### src/rtl/arc4_prga.sv
`timescale 1ns/1ps
// arc4_prga: ARC4 keystream stage that permutes S and turns the length-prefixed CT buffer into the PT buffer.
// Ports:
//   clk, rst_n            clock, synchronous active-low reset
//   en / rdy              start request / idle and ready to accept en
//   s_addr, s_rddata      S-memory address and read data (1-cycle read latency)
//   s_wrdata, s_wren      S-memory write data and write enable
//   ct_addr, ct_rddata    CT-memory address and read data (1-cycle read latency)
//   pt_addr, pt_wrdata    PT-memory address and write data
//   pt_wren               PT-memory write enable
module arc4_prga (
    input  logic       clk,
    input  logic       rst_n,
    input  logic       en,
    output logic       rdy,
    output logic [7:0] s_addr,
    input  logic [7:0] s_rddata,
    output logic [7:0] s_wrdata,
    output logic       s_wren,
    output logic [7:0] ct_addr,
    input  logic [7:0] ct_rddata,
    output logic [7:0] pt_addr,
    output logic [7:0] pt_wrdata,
    output logic       pt_wren
);
    typedef enum logic [3:0] {IDLE, LEN, LENW, RI, LI, RJ, LJ, WI, WJ, RP, LP} state_t;
    state_t state, state_nx;
    logic [7:0] i, j, k, mlen, si, sj;
    always_ff @(posedge clk) begin
        if (!rst_n) begin
            state <= IDLE;
            i     <= 8'd0;
            j     <= 8'd0;
            k     <= 8'd0;
            mlen  <= 8'd0;
            si    <= 8'd0;
            sj    <= 8'd0;
        end else begin
            state <= state_nx;
            case (state)
                LENW: begin
                    mlen <= ct_rddata;
                    i    <= 8'd0;
                    j    <= 8'd0;
                    k    <= 8'd1;
                end
                RI: i <= i + 8'd1;
                LI: begin
                    si <= s_rddata;
                    j  <= j + s_rddata;
                end
                LJ: sj <= s_rddata;
                LP: if (k != mlen) k <= k + 8'd1;
                default: ;
            endcase
        end
    end
    // All strobes are plain decodes of the current state; read data returns in the following state.
    always_comb begin
        state_nx  = state;
        rdy       = 1'b0;
        s_addr    = 8'd0;
        s_wrdata  = 8'd0;
        s_wren    = 1'b0;
        ct_addr   = 8'd0;
        pt_addr   = 8'd0;
        pt_wrdata = 8'd0;
        pt_wren   = 1'b0;
        case (state)
            IDLE: begin
                rdy      = 1'b1;
                state_nx = en ? LEN : IDLE;
            end
            LEN: state_nx = LENW;
            LENW: begin
                pt_wrdata = ct_rddata;
                pt_wren   = 1'b1;
                state_nx  = (ct_rddata == 8'd0) ? IDLE : RI;
            end
            RI: begin
                s_addr   = i + 8'd1;
                state_nx = LI;
            end
            LI: state_nx = RJ;
            RJ: begin
                s_addr   = j;
                state_nx = LJ;
            end
            LJ: state_nx = WI;
            // When i==j both writes store the same byte, leaving S unchanged as required.
            WI: begin
                s_addr   = i;
                s_wrdata = sj;
                s_wren   = 1'b1;
                state_nx = WJ;
            end
            WJ: begin
                s_addr   = j;
                s_wrdata = si;
                s_wren   = 1'b1;
                state_nx = RP;
            end
            // Pad read sees the post-swap S since the WJ write has already committed.
            RP: begin
                s_addr   = si + sj;
                ct_addr  = k;
                state_nx = LP;
            end
            LP: begin
                pt_addr   = k;
                pt_wrdata = s_rddata ^ ct_rddata;
                pt_wren   = 1'b1;
                state_nx  = (k == mlen) ? IDLE : RI;
            end
            default: state_nx = IDLE;
        endcase
    end
endmodule

### config.mk
export PLATFORM = sky130hd
export DESIGN_NAME = arc4_prga
export DESIGN_NICKNAME = d
export VERILOG_FILES = /design/src/rtl/arc4_prga.sv
export SDC_FILE = /design/constraint.sdc
export NUM_CORES = 1
export LEC_CHECK = 0
export CAP_MARGIN = 20
export CORE_ASPECT_RATIO = 2
export CORE_MARGIN = 8
export CORE_UTILIZATION = 50
export DETAILED_ROUTE_END_ITERATION = 7
export GPL_ROUTABILITY_DRIVEN = 1
export PLACE_DENSITY_LB_ADDON = 0.08
export RECOVER_POWER = 100
export SETUP_SLACK_MARGIN = 0.1
export SLEW_MARGIN = 15
export SYNTH_ARGS = -nofsm -noshare
export SYNTH_HDL_FRONTEND = slang
export SYNTH_SLANG_ARGS = --single-unit
### constraint.sdc
create_clock -name clk -period 3.2 [get_ports clk]
set_clock_uncertainty 0.1 [all_clocks]
set_input_delay 0.96 -clock clk [delete_from_list [all_inputs] [get_ports clk]]
set_output_delay 0.96 -clock clk [all_outputs]
set_load 0.05 [all_outputs]
==> metrics.txt <==
outcome=complete, but fails checks; failing checks=negative setup slack; largest net degree at the start of global routing=26; sequential share of power=0.439; power share of the clock group=0.349; Top cell by count, worst path=o21ai_1; CP Capture Type=output port; Die Ht=134.8 microns; Post-Syn Area=3530 sq um; hold_buf cts=0; Post-Syn Nets=~480; crit path cell chain=ha_1, o21ai_1, o21bai_1, a21oi_1, xor2_1, o21ai_1, buf_12; clock-pin slew on the worst setup and hold paths=0.07 ns; Setup Viol. Count Final=3; Seq/Total Area, Yosys=0.2949; I/O pin count=a little over 60; initial core utilization=0.5125; critical path class=reg -> out; Placer Congestion=roughly 0.88; Pre-antenna DRT Iters=4; post-synthesis cell type count=between 50 and 60; ranking of synthesized cells by area=dfxtp_1, nand2_1, ha_1; initial antenna violation count=0; Max stage delay cell, worst path=ha_1; standard-cell rows=43; min-delay worst type=reg -> reg; CP peak stage delay=around 0.36 ns; Worst EP arrival=about 2.3 ns; commonest non-fill, non-tap cell in the layout=nand2_1; WP data required=2.14 ns; clk_lat worst skew=0.30 ns; Cells after Synth=439; Comb power frac=0.212; commonest cells after routing, fill and taps aside=nand2_1, dfxtp_1, a21boi_0, nor2b_1, buf_4; total power=about 0.0016 W; final hold vios=0; worst relative slew slack=0.3948; maxcap violations=0; cell taking the most area after synthesis=dfxtp_1; worst r2r path cells=7; CTS Buf Count=5; vias=around 3600; WHS=approximately 0.38 ns; CP top delay family=compound AO/OA/AOI/OAI gates; Area Growth Syn to Fin=33.64%; worst vdd ir=around 0.0004 V; Routed WL per cell=between 15 and 20 microns; Fin Setup TNS=-0.2236 ns; internal power=between 0.001 and 0.0015 W; WL final=between 10 and 15 mm; beginning of the worst register-to-register path=state[1]$_SDFF_PN0_; hold depth=2; actual slew at the worst max-slew pin=about 0.91 ns; vias per inst=roughly 5.9; dpl ws=around 0.016 ns; power density cells=337.6 nW/um^2; core area=6887 sq um; CTS Buffer Depth=2; Post-DP HPWL=8.426 mm; # diodes=0; CP startpoint kind=flip-flop; Sw Share=0.2991; Max Clock Freq=301.4 MHz; # DRC=0; clk root buf=clkbuf_16; Layout Nets=between 500 and 600; Syn Area/Cell=8.040 sq um; top_reg_cell synth=dfxtp_1; hold wc startpoint=mlen[2]$_SDFFE_PN0P_; CP bufs+invs=1; Synth Register Bits=52; final slew viol count=0; CP Max Fanout=4; grt total ovfl=0; period utilisation layout=1.037; Routed Antenna Nets=0; R2R setup slack=approximately 1.1 ns; # fillers=between 600 and 700; reg2reg end=k[5]$_SDFFE_PN0P_; CTS tree=done; Psw=0.0004764 W; Lkg Pwr=approximately 1.9 nW; hold endpoint=mlen[2]$_SDFFE_PN0P_; first-pass GRT wire length=approximately 18 mm; die area=10170 sq um; RSZ-0062 raised after global routing=true; Synth top area share=0.2949; min Tclk post-route=about 3.3 ns; Initial DRC Count=between 200 and 250; Max H-tree Level=2; CTS sink count=52; Synthesis Warnings=0; Post-synth EDFFs=0; final setup margin=-0.1183 ns; vias in the first global route=3686; total track usage=0.2264; IO buf count=61; share of cells above drive strength 1=0.2211; Die W=roughly 75 microns; ys async rst share=0
-- cell usage after synthesis, drive strengths merged, types with 4 or more instances --
master / number
nand2: 67
dfxtp: 52
a21boi: 25
nor2: 25
nor2b: 23
o21ai: 20
xor2: 20
clkbuf: 17
a21oi: 16
and3: 16
ha: 16
nand3: 15
mux2i: 13
a21o: 8
a22o: 8
buf: 8
nand2b: 8
nor3: 8
xnor2: 8
a22oi: 6
nor4: 6
a211oi: 4
a221oi: 4
nand4: 4
o21bai: 4
-- cell families (layout without fill, tap and decap cells) --
group | count (synthesis) | after routing | synth area share
AO/OA/AOI/OAI | 108 | 108 | 0.2102
XOR/XNOR | 28 | 28 | 0.06948
adder cells (fa/ha/maj) | 18 | 18 | 0.06806
buffers and inverters | 28 | 100 | 0.03793
flip-flops | 52 | 52 | 0.2949
multiplexers | 13 | 13 | 0.03686
AND/OR/NAND/NOR | 192 | 192 | 0.2825
-- flip-flops by register name (all words and copies together) (netlist names) --
register  count
i             8
j             8
k             8
mlen          8
si            8
sj            8
state         4
-- worst max-delay path by stage --
stage | startpoint | endpoint | slack, ns | cells after the start
3_5_place_dp | s_rddata[0] | pt_wrdata[0] | 0.02 | 5
4_1_cts | si[0]$_SDFFE_PN0P_ | s_addr[6] | -0.14 | 8
2_1_floorplan | si[0]$_SDFFE_PN0P_ | s_addr[6] | -0.02 | 7
5_1_grt | si[2]$_SDFFE_PN0P_ | s_addr[5] | -0.16 | 7
6_report | si[2]$_SDFFE_PN0P_ | s_addr[5] | -0.12 | 7
3_3_place_gp | s_rddata[0] | pt_wrdata[0] | 0.0007 | 5
-- metrics by stage --
stage / cell area, sq um / instances / util
after floorplan: 3558 / 439 / -
after global routing: 4717 / 601 / 0.6850
after CTS: 4982 / 599 / 0.7235
after global placement: 4730 / 587 / 0.6868
after detailed placement: 4730 / 587 / 0.6868
final: 4717 / 601 / 0.6850
-- power by group through the flow --
stage | logic (W) | clock network (W) | registers, W
2_1_floorplan | 0.000212 | 0 | 0.000697
3_3_place_gp | 0.000341 | 0 | 0.000710
3_5_place_dp | 0.000346 | 0 | 0.000710
4_1_cts | 0.000351 | 0.000564 | 0.000696
5_1_grt | 0.000364 | 0.000589 | 0.000700
6_report | 0.000338 | 0.000556 | 0.000698
-- layer usage --
metal / vias to the layer above / GRT usage / routed length (microns)
met5: - / 0 / 0
met2: 91 / 0.4186 / 6413
met3: 40 / 0.03120 / 416
met4: 0 / 0.1563 / 676
li1: 1709 / - / -
met1: 1725 / 0.2128 / 3852
-- what timing repair did --
item                                   4_1_cts  5_1_grt
pin swaps                                    3       10
setup endpoints to repair                   10       11
endpoints found under the hold margin        0        0
resized for setup                           17       24
gates cloned                                 0        0
setup buffers                                4        2
-- tightest hold or removal path, delay by kind of cell (launching register included) --
kind	cells	cell delay (ns)
AO/OA/AOI/OAI	1	0.06
flip-flops	1	0.32
AND/OR/NAND/NOR	1	0.05
-- area by class of cell --
class	instances	area, sq um	share of cell area
well taps	90	112.6	0.02387
inverters	3	11.26	0.002387
clock inverters	1	7.507	0.001592
multi-input cells	359	2535	0.5374
repair buffers	89	858.3	0.1820
clock buffers	7	142.6	0.03024
flip-flops and latches	52	1050	0.2225
Power figures use the tool's default switching activity.
